`src/rtl/mc_cu_pkg.sv`:
```
// Shared types for the multi-cycle RV32I control unit: FSM states, instruction
// classes, opcode values and datapath select encodings.
package mc_cu_pkg;

  typedef enum logic [2:0] {
    ST_FETCH  = 3'd0,
    ST_DECODE = 3'd1,
    ST_EXEC   = 3'd2,
    ST_MEM    = 3'd3,
    ST_WB     = 3'd4,
    ST_TRAP   = 3'd7
  } state_e;

  typedef enum logic [3:0] {
    CLS_R      = 4'd0,
    CLS_I      = 4'd1,
    CLS_LOAD   = 4'd2,
    CLS_STORE  = 4'd3,
    CLS_BRANCH = 4'd4,
    CLS_LUI    = 4'd5,
    CLS_AUIPC  = 4'd6,
    CLS_JAL    = 4'd7,
    CLS_JALR   = 4'd8,
    CLS_ILL    = 4'd15
  } cls_e;

  localparam logic [6:0] OP_R      = 7'b0110011;
  localparam logic [6:0] OP_I      = 7'b0010011;
  localparam logic [6:0] OP_LOAD   = 7'b0000011;
  localparam logic [6:0] OP_STORE  = 7'b0100011;
  localparam logic [6:0] OP_BRANCH = 7'b1100011;
  localparam logic [6:0] OP_LUI    = 7'b0110111;
  localparam logic [6:0] OP_AUIPC  = 7'b0010111;
  localparam logic [6:0] OP_JAL    = 7'b1101111;
  localparam logic [6:0] OP_JALR   = 7'b1100111;

  localparam logic [1:0] ALU_ADD   = 2'b00;
  localparam logic [1:0] ALU_BR    = 2'b01;
  localparam logic [1:0] ALU_FUNCT = 2'b10;
  localparam logic [1:0] ALU_PASSB = 2'b11;

  localparam logic       SRC_A_RS1  = 1'b0;
  localparam logic       SRC_A_PC   = 1'b1;
  localparam logic [1:0] SRC_B_RS2  = 2'b00;
  localparam logic [1:0] SRC_B_IMM  = 2'b01;
  localparam logic [1:0] SRC_B_FOUR = 2'b10;

  localparam logic [1:0] RES_ALU  = 2'b00;
  localparam logic [1:0] RES_MEM  = 2'b01;
  localparam logic [1:0] RES_LINK = 2'b10;

  function automatic logic [1:0] wb_result_src(cls_e c);
    case (c)
      CLS_LOAD:           return RES_MEM;
      CLS_JAL, CLS_JALR:  return RES_LINK;
      default:            return RES_ALU;
    endcase
  endfunction

endpackage

```
`src/rtl/mc_cu_if.sv`:
```
// Control-unit <-> datapath/memory bundle. The control unit is the master;
// the datapath and memory side use the slave view.
interface mc_cu_if #(
  parameter int CNT_W = 32
);
  logic             en;
  logic [6:0]       opcode;
  logic             mem_ready;
  logic             pc_write;
  logic             ir_write;
  logic             i_or_d;
  logic             mem_read;
  logic             mem_write;
  logic             reg_write;
  logic [1:0]       result_src;
  logic             alu_src_a;
  logic [1:0]       alu_src_b;
  logic [1:0]       alu_op;
  logic             branch;
  logic             jump;
  logic             instr_done;
  logic [CNT_W-1:0] instret;
  logic             illegal;
  logic             bus_err;
  logic [2:0]       state;

  modport master (
    input  en, opcode, mem_ready,
    output pc_write, ir_write, i_or_d, mem_read, mem_write, reg_write,
           result_src, alu_src_a, alu_src_b, alu_op, branch, jump,
           instr_done, instret, illegal, bus_err, state
  );

  modport slave (
    output en, opcode, mem_ready,
    input  pc_write, ir_write, i_or_d, mem_read, mem_write, reg_write,
           result_src, alu_src_a, alu_src_b, alu_op, branch, jump,
           instr_done, instret, illegal, bus_err, state
  );
endinterface

```
`src/rtl/mc_cu_decode.sv`:
```
// Opcode -> instruction class and legality. JAL/JALR are only recognised
// when CU_JUMP_EN is defined; otherwise they decode as illegal.
module mc_cu_decode
  import mc_cu_pkg::*;
(
  input  logic [6:0] opcode,
  output cls_e       cls,
  output logic       legal
);

  // Class lookup; anything not listed falls into CLS_ILL.
  always_comb begin
    cls   = CLS_ILL;
    legal = 1'b0;
    case (opcode)
      OP_R:      cls = CLS_R;
      OP_I:      cls = CLS_I;
      OP_LOAD:   cls = CLS_LOAD;
      OP_STORE:  cls = CLS_STORE;
      OP_BRANCH: cls = CLS_BRANCH;
      OP_LUI:    cls = CLS_LUI;
      OP_AUIPC:  cls = CLS_AUIPC;
`ifdef CU_JUMP_EN
      OP_JAL:    cls = CLS_JAL;
      OP_JALR:   cls = CLS_JALR;
`endif
      default:   cls = CLS_ILL;
    endcase
    legal = (cls != CLS_ILL);
  end

endmodule

```
`src/rtl/mc_control_unit.sv`:
```
// Multi-cycle RV32I control FSM with memory-ready handshake, wait timeout,
// sticky fault flags and retire counter. Optional JAL/JALR via CU_JUMP_EN.
module mc_control_unit
  import mc_cu_pkg::*;
#(
  parameter int MEM_WAIT_MAX = 16,
  parameter int CNT_W        = 32
) (
  input  logic    clk,
  input  logic    rst_n,
  mc_cu_if.master bus
);

  localparam int WAIT_W = (MEM_WAIT_MAX > 1) ? $clog2(MEM_WAIT_MAX + 1) : 1;
  localparam bit TO_EN  = (MEM_WAIT_MAX > 0);
  localparam logic [WAIT_W-1:0] WAIT_LAST =
    (MEM_WAIT_MAX > 0) ? WAIT_W'(MEM_WAIT_MAX - 1) : '0;

  state_e             state_q, state_d;
  logic [6:0]         opcode_q, opcode_d;
  logic [WAIT_W-1:0]  wait_q, wait_d;
  logic [CNT_W-1:0]   instret_q, instret_d;
  logic               illegal_q, illegal_d;
  logic               bus_err_q, bus_err_d;

  logic [6:0] dec_opcode_s;
  cls_e       cls_s;
  logic       legal_s;
  logic       timeout_s;

  logic       pc_write_s, ir_write_s, i_or_d_s, mem_read_s, mem_write_s;
  logic       reg_write_s, alu_src_a_s, branch_s, jump_s, instr_done_s;
  logic [1:0] result_src_s, alu_src_b_s, alu_op_s;

  // DECODE classifies the live IR opcode; later states use the captured copy.
  assign dec_opcode_s = (state_q == ST_DECODE) ? bus.opcode : opcode_q;

  mc_cu_decode u_decode (
    .opcode (dec_opcode_s),
    .cls    (cls_s),
    .legal  (legal_s)
  );

  // The current cycle is the last allowed wait if mem_ready does not arrive now.
  assign timeout_s = TO_EN && (wait_q == WAIT_LAST);

  // Next-state, flag updates and datapath controls.
  always_comb begin
    state_d      = state_q;
    opcode_d     = opcode_q;
    illegal_d    = illegal_q;
    bus_err_d    = bus_err_q;
    pc_write_s   = 1'b0;
    ir_write_s   = 1'b0;
    i_or_d_s     = 1'b0;
    mem_read_s   = 1'b0;
    mem_write_s  = 1'b0;
    reg_write_s  = 1'b0;
    result_src_s = RES_ALU;
    alu_src_a_s  = SRC_A_RS1;
    alu_src_b_s  = SRC_B_RS2;
    alu_op_s     = ALU_ADD;
    branch_s     = 1'b0;
    jump_s       = 1'b0;
    instr_done_s = 1'b0;

    case (state_q)
      ST_FETCH: begin
        if (bus.en) begin
          mem_read_s  = 1'b1;
          alu_src_a_s = SRC_A_PC;
          alu_src_b_s = SRC_B_FOUR;
          alu_op_s    = ALU_ADD;
          if (bus.mem_ready) begin
            ir_write_s = 1'b1;
            pc_write_s = 1'b1;
            state_d    = ST_DECODE;
          end else if (timeout_s) begin
            bus_err_d = 1'b1;
            state_d   = ST_TRAP;
          end else begin
            state_d = ST_FETCH;
          end
        end else begin
          state_d = ST_FETCH;
        end
      end

      ST_DECODE: begin
        alu_src_a_s = SRC_A_PC;
        alu_src_b_s = SRC_B_IMM;
        alu_op_s    = ALU_ADD;
        opcode_d    = bus.opcode;
        if (legal_s) begin
          state_d = ST_EXEC;
        end else begin
          illegal_d = 1'b1;
          state_d   = ST_TRAP;
        end
      end

      ST_EXEC: begin
        case (cls_s)
          CLS_R: begin
            alu_op_s = ALU_FUNCT;
            state_d  = ST_WB;
          end
          CLS_I: begin
            alu_src_b_s = SRC_B_IMM;
            alu_op_s    = ALU_FUNCT;
            state_d     = ST_WB;
          end
          CLS_LOAD, CLS_STORE: begin
            alu_src_b_s = SRC_B_IMM;
            state_d     = ST_MEM;
          end
          CLS_BRANCH: begin
            alu_op_s     = ALU_BR;
            branch_s     = 1'b1;
            instr_done_s = 1'b1;
            state_d      = ST_FETCH;
          end
          CLS_LUI: begin
            alu_src_b_s = SRC_B_IMM;
            alu_op_s    = ALU_PASSB;
            state_d     = ST_WB;
          end
          CLS_AUIPC: begin
            alu_src_a_s = SRC_A_PC;
            alu_src_b_s = SRC_B_IMM;
            state_d     = ST_WB;
          end
`ifdef CU_JUMP_EN
          CLS_JAL, CLS_JALR: begin
            jump_s      = 1'b1;
            pc_write_s  = 1'b1;
            alu_src_a_s = (cls_s == CLS_JAL) ? SRC_A_PC : SRC_A_RS1;
            alu_src_b_s = SRC_B_IMM;
            state_d     = ST_WB;
          end
`endif
          default: begin
            illegal_d = 1'b1;
            state_d   = ST_TRAP;
          end
        endcase
      end

      ST_MEM: begin
        i_or_d_s    = 1'b1;
        mem_read_s  = (cls_s == CLS_LOAD);
        mem_write_s = (cls_s != CLS_LOAD);
        if (bus.mem_ready) begin
          instr_done_s = (cls_s != CLS_LOAD);
          state_d      = (cls_s == CLS_LOAD) ? ST_WB : ST_FETCH;
        end else if (timeout_s) begin
          bus_err_d = 1'b1;
          state_d   = ST_TRAP;
        end else begin
          state_d = ST_MEM;
        end
      end

      ST_WB: begin
        reg_write_s  = 1'b1;
        result_src_s = wb_result_src(cls_s);
        instr_done_s = 1'b1;
        state_d      = ST_FETCH;
      end

      ST_TRAP: state_d = ST_TRAP;

      default: state_d = ST_TRAP;
    endcase
  end

  // Wait counter only advances on strobe cycles still lacking mem_ready,
  // so it is zero on every entry to FETCH or MEM.
  always_comb begin
    wait_d = '0;
    if (TO_EN && (mem_read_s || mem_write_s) && !bus.mem_ready) begin
      wait_d = wait_q + WAIT_W'(1);
    end else begin
      wait_d = '0;
    end
  end

  // Retire counter wraps naturally at 2^CNT_W.
  always_comb begin
    instret_d = instret_q;
    if (instr_done_s) begin
      instret_d = instret_q + CNT_W'(1);
    end else begin
      instret_d = instret_q;
    end
  end

  // State and status registers.
  always_ff @(posedge clk or negedge rst_n) begin
    if (!rst_n) begin
      state_q   <= ST_FETCH;
      opcode_q  <= 7'd0;
      wait_q    <= '0;
      instret_q <= '0;
      illegal_q <= 1'b0;
      bus_err_q <= 1'b0;
    end else begin
      state_q   <= state_d;
      opcode_q  <= opcode_d;
      wait_q    <= wait_d;
      instret_q <= instret_d;
      illegal_q <= illegal_d;
      bus_err_q <= bus_err_d;
    end
  end

  // Controls are forced low while reset is held, even with en high in FETCH.
  assign bus.pc_write   = rst_n & pc_write_s;
  assign bus.ir_write   = rst_n & ir_write_s;
  assign bus.i_or_d     = rst_n & i_or_d_s;
  assign bus.mem_read   = rst_n & mem_read_s;
  assign bus.mem_write  = rst_n & mem_write_s;
  assign bus.reg_write  = rst_n & reg_write_s;
  assign bus.result_src = rst_n ? result_src_s : 2'b00;
  assign bus.alu_src_a  = rst_n & alu_src_a_s;
  assign bus.alu_src_b  = rst_n ? alu_src_b_s : 2'b00;
  assign bus.alu_op     = rst_n ? alu_op_s : 2'b00;
  assign bus.branch     = rst_n & branch_s;
  assign bus.jump       = rst_n & jump_s;
  assign bus.instr_done = rst_n & instr_done_s;
  assign bus.instret    = instret_q;
  assign bus.illegal    = illegal_q;
  assign bus.bus_err    = bus_err_q;
  assign bus.state      = state_q;

endmodule

```
`src/flat_wrapper.sv`:
```
// flat-port wrapper written by rule: the top's interface ports become plain ports
module mc_control_unit_flat import mc_cu_pkg::*;
#(
  parameter int MEM_WAIT_MAX = 16,
  parameter int CNT_W        = 32
)
  (clk, rst_n, bus_en, bus_opcode, bus_mem_ready, bus_pc_write, bus_ir_write, bus_i_or_d, bus_mem_read, bus_mem_write, bus_reg_write, bus_result_src, bus_alu_src_a, bus_alu_src_b, bus_alu_op, bus_branch, bus_jump, bus_instr_done, bus_instret, bus_illegal, bus_bus_err, bus_state);
  mc_cu_if #(.CNT_W(CNT_W)) bus_i ();
  input  logic clk;
  input  logic rst_n;
  input wire logic [$bits(bus_i.en)-1:0] bus_en;
  input wire logic [$bits(bus_i.opcode)-1:0] bus_opcode;
  input wire logic [$bits(bus_i.mem_ready)-1:0] bus_mem_ready;
  output wire logic [$bits(bus_i.pc_write)-1:0] bus_pc_write;
  output wire logic [$bits(bus_i.ir_write)-1:0] bus_ir_write;
  output wire logic [$bits(bus_i.i_or_d)-1:0] bus_i_or_d;
  output wire logic [$bits(bus_i.mem_read)-1:0] bus_mem_read;
  output wire logic [$bits(bus_i.mem_write)-1:0] bus_mem_write;
  output wire logic [$bits(bus_i.reg_write)-1:0] bus_reg_write;
  output wire logic [$bits(bus_i.result_src)-1:0] bus_result_src;
  output wire logic [$bits(bus_i.alu_src_a)-1:0] bus_alu_src_a;
  output wire logic [$bits(bus_i.alu_src_b)-1:0] bus_alu_src_b;
  output wire logic [$bits(bus_i.alu_op)-1:0] bus_alu_op;
  output wire logic [$bits(bus_i.branch)-1:0] bus_branch;
  output wire logic [$bits(bus_i.jump)-1:0] bus_jump;
  output wire logic [$bits(bus_i.instr_done)-1:0] bus_instr_done;
  output wire logic [$bits(bus_i.instret)-1:0] bus_instret;
  output wire logic [$bits(bus_i.illegal)-1:0] bus_illegal;
  output wire logic [$bits(bus_i.bus_err)-1:0] bus_bus_err;
  output wire logic [$bits(bus_i.state)-1:0] bus_state;
  assign bus_i.en = bus_en;
  assign bus_i.opcode = bus_opcode;
  assign bus_i.mem_ready = bus_mem_ready;
  assign bus_pc_write = bus_i.pc_write;
  assign bus_ir_write = bus_i.ir_write;
  assign bus_i_or_d = bus_i.i_or_d;
  assign bus_mem_read = bus_i.mem_read;
  assign bus_mem_write = bus_i.mem_write;
  assign bus_reg_write = bus_i.reg_write;
  assign bus_result_src = bus_i.result_src;
  assign bus_alu_src_a = bus_i.alu_src_a;
  assign bus_alu_src_b = bus_i.alu_src_b;
  assign bus_alu_op = bus_i.alu_op;
  assign bus_branch = bus_i.branch;
  assign bus_jump = bus_i.jump;
  assign bus_instr_done = bus_i.instr_done;
  assign bus_instret = bus_i.instret;
  assign bus_illegal = bus_i.illegal;
  assign bus_bus_err = bus_i.bus_err;
  assign bus_state = bus_i.state;
  mc_control_unit #(.MEM_WAIT_MAX(MEM_WAIT_MAX), .CNT_W(CNT_W)) u_core (.clk(clk), .rst_n(rst_n), .bus(bus_i));
endmodule
```
`config.mk`:
```
export PLATFORM = sky130hd
export DESIGN_NAME = mc_control_unit_flat
export DESIGN_NICKNAME = d
export VERILOG_FILES = /design/src/rtl/mc_cu_pkg.sv /design/src/rtl/mc_cu_if.sv /design/src/rtl/mc_cu_decode.sv /design/src/rtl/mc_control_unit.sv /design/src/flat_wrapper.sv
export SDC_FILE = /design/constraint.sdc
export NUM_CORES = 1
export LEC_CHECK = 0
export ABC_AREA = 1
export BUFFER_PORTS_ARGS = -buffer_cell sky130_fd_sc_hd__buf_2
export CAP_MARGIN = 15
export CORE_MARGIN = 8
export CORE_UTILIZATION = 54
export DETAILED_ROUTE_END_ITERATION = 12
export GPL_ROUTABILITY_DRIVEN = 0
export PLACE_DENSITY = 0.79
export SKIP_LAST_GASP = 1
export SLEW_MARGIN = 20
export SYNTH_ARGS = -nofsm -noshare
export SYNTH_HDL_FRONTEND = slang
export SYNTH_SLANG_ARGS = --single-unit
```
`constraint.sdc`:
```
create_clock -name clk -period 2.3 [get_ports clk]
set_input_delay 0.345 -clock clk [delete_from_list [all_inputs] [get_ports clk]]
set_output_delay 0.345 -clock clk [all_outputs]
set_load 0.02 [all_outputs]
```
==> impl_metrics.yaml <==
finish:
  finalNonFillerCells: 598
  fillers: 392
  drive_gt1_frac: 0.3023
  num_antenna_cells: 0
  seqCellArea_sq_um: 1226
  multi_input_area_sq_um: 1795
  syn2layout_area_growth_pct: 33.47
  final_core_util: 0.7439
  nNetsFinal: 539
synthesis:
  avgSynthCellArea_sq_um: 7.105
  ys_seq_elements: 49
  synth_cell_types: 33
  ys_seq_area_frac: 0.3995
  yosysWarnings: 0
  syn_area_sq_um: 3069
  syn_inst: 432
sta:
  hold_viol: 0
  worst_pin_slew_ns: 0.6457
  skew_ns: 0.01445
  slew_headroom: 0.5650
  period_share: 1.176
  tns_ns: -2.465
  fmax_mhz: 369.9
  setup_viol: 10
  slew_violations: 0
  min_period_ns: 2.704
  rsz0062_at_grt: "yes"
  setup_slack_ns: -0.4038
power:
  p_total_uw: 3671
  ir_drop_v: 0.0008363
  leakage_uw: 0.001978
  power.density_nw_per_um2: 896.1
die:
  die-area_sq_um: 8352
  die_h_um: 91.39
  pin_count: 64
  coreArea_sq_um: 5507
  rows: 27
  initial_core_util: 0.5574
  die_w_um: 91.39
drt:
  top_layer_used: "met4"
  wl_met2_mm: 4.673
  wl_per_cell_um: 16.69
  vias: 3409
  met1Wirelength_mm: 4.094
  ant_nets: 0
  vias_per_cell: 5.701
  firstDrtPassIters: 6
  route.met3.wl_um: 727
  routed_wl_mm: 9.981
  drc: 0
  drtIter0Drc: 239
global_routing:
  grt_max_degree: 64
  grt_pass1_wl_mm: 15.22
  first_global_vias: 3215
  grt_antenna_before_repair: 0
  grt_use_total: 0.2191
  gr-total-overflow: 0
cts:
  root_buffer: "clkbuf_8"
  cts_tree: "yes"
  clock_latency_ns: 0.31
  htree_levels: 2
  cts_buffer_depth: 2
  numCtsBuffers: 5
  clock-sinks: 49
  clkTransAtPathRegs_ns: 0.10
critical_path:
  crit_type: "register to primary output"
  arrival_ns: 2.36
  worstPathMaxFanout: 7
  reg2reg_setup_slack_ns: -0.01
  critPathRequiredTime_ns: 1.96
  start_kind: "register"
  rr_startpoint: "u_core.bus.state[2]$_DFF_PN0_"
  r2r_end: "u_core.bus.instret[22]$_DFFE_PN0N_"
  reg2regPathDepth: 14
  crit_path_end_kind: "primary output"
  critical_path.endpoint: "bus_alu_src_b[0]"
  critPathLaunch: "u_core.bus.state[2]$_DFF_PN0_"
min_path:
  hold_path.class: "input pin to async pin"
job:
  cap_violations: 0
placed_design:
  io_buffers: 61
  hpwl_mm: 5.899
  dp_cells: 566
outcome:
  status: "complete, but fails checks"
  violations: "setup timing"
-- synth_stat cells --
cell type  count  area, sq um
o21ai_2        1        8.760
nor3b_1        1        7.510
o211ai_1       1        7.510
xor2_1        20        175.2
ha_1           3        37.54
buf_4          6        45.04
inv_2          1        3.750
nand3b_1       6        45.04
o21bai_1       1        7.510
nand2_1      133        499.2
nor3_1        20        100.1
nand3_2        2        20.02
nand3_1       25        125.1
a21oi_1        3        15.01
o21ai_1       21        105.1
buf_6          3        33.78
dfrtp_1       49         1226
nor3_2         1        10.01
nand3_4        1        17.52
nor2_1        47        176.4
nand4_1       10        62.56
o22ai_1        1        6.260
nor2_4         1        11.26
a211oi_1       1        7.510
clkinv_1       2        7.510
inv_1         52        195.2
o21ai_0        5        25.02
conb_1         1        3.750
clkbuf_1       1        3.750
nor4_1         6        37.54
and3_1         2        12.51
buf_2          1        5.000
nand2_2        4        25.02
-- cells by family (layout without fill, tap and decap cells) --
kind of cell / count (synthesis) / in the layout / share of synthesized area
adders and majority gates: 3 / 3 / 0.01223
xor gates and xnor gates: 20 / 20 / 0.05707
other: 1 / 2 / 0.001222
buffers and inverters: 66 / 159 / 0.09580
and+or+nand+nor: 259 / 259 / 0.3746
AOI/OAI and AO/OA: 34 / 34 / 0.05952
DFF: 49 / 49 / 0.3995
-- stage by stage --
step	cell area, sq um	hold slack (ns)	worst slack (ns)
global placement	3486	0.2248	0.1126
CTS	3914	0.2537	-0.1228
finish	4096	0.2455	-0.4038
floorplan	3083	0.04941	0.02846
global route	4096	0.3132	-0.4561
detailed placement	3486	0.2239	-0.04526
-- critical path, cell delays in order (launching register included) --
cell	delay, ns
dfrtp_1	0.41
inv_2	0.09
nand3_4	0.17
buf_6	0.20
nand2_4	0.07
nand2_4	0.09
nor3_2	0.35
nand2_4	0.12
nand4_1	0.16
nand2_1	0.09
a21oi_2	0.16
buf_6	0.15
-- power breakdown --
part | leakage [uW] | total (uW) | internal, uW | switching, uW
Clock | 0.0000681 | 749 | 432 | 317
Sequential | 0.000649 | 1100 | 991 | 107
Combinational | 0.00126 | 1820 | 651 | 1170
-- layout by cell type, fill, tap and decap left out, types with 10 or more instances in the layout --
cell type  netlist  final
nand2_2          4     14
inv_1           52     47
o21ai_1         21     19
buf_4            6     30
dfrtp_1         49     49
nand2_1        133    113
xor2_1          20     20
nor3_1          20     19
nand2_4          0     10
nand4_1         10     10
buf_2            1     55
nor2_1          47     38
nand3_1         25     21
-- flip-flops by register name (all words and copies together) (netlist names) --
name / count
u_core.opcode_q: 7
u_core.bus.bus_err: 1
u_core.bus.state: 3
u_core.bus.illegal: 1
u_core.bus.instret: 32
u_core.wait_q: 5
-- cell type report --
cell class,count,share of cell area
Clock inverter,3,0.01588
Clock buffer,5,0.01680
Timing Repair Buffer,96,0.1561
Sequential cell,49,0.2993
Multi-Input combinational cell,318,0.4383
Tap cell,72,0.02199
Inverter,55,0.05162
-- worst min-delay path by stage --
stage,end,slack (ns),depth (start not counted),from
final,u_core.bus.bus_err$_DFFE_PN0P_,0.25,2,rst_n
after global routing,u_core.opcode_q[6]$_DFF_PN0_,0.31,2,rst_n
after floorplan,u_core.bus.bus_err$_DFFE_PN0P_,0.05,0,rst_n
after global placement,u_core.bus.state[2]$_DFF_PN0_,0.22,1,rst_n
after detailed placement,u_core.bus.state[2]$_DFF_PN0_,0.22,1,rst_n
after CTS,u_core.wait_q[1]$_DFF_PN0_,0.25,2,rst_n
-- per-layer routing --
metal	track usage	up-vias
li1	-	1565
met1	0.2652	1604
met2	0.3439	184
met3	0.05844	56
met4	0.1255	0
met5	0	-
-- timing repair --
item / in CTS / in global routing
gates resized for setup: 53 / 29
buffers inserted: 14 / 9
hold buffers: 1 / 0
pin swaps: 25 / 23
setup endpoints to repair: 9 / 23
hold endpoints to repair: 6 / 0
gates cloned: 0 / 0
Note: power is estimated with default switching activity, not from simulation.
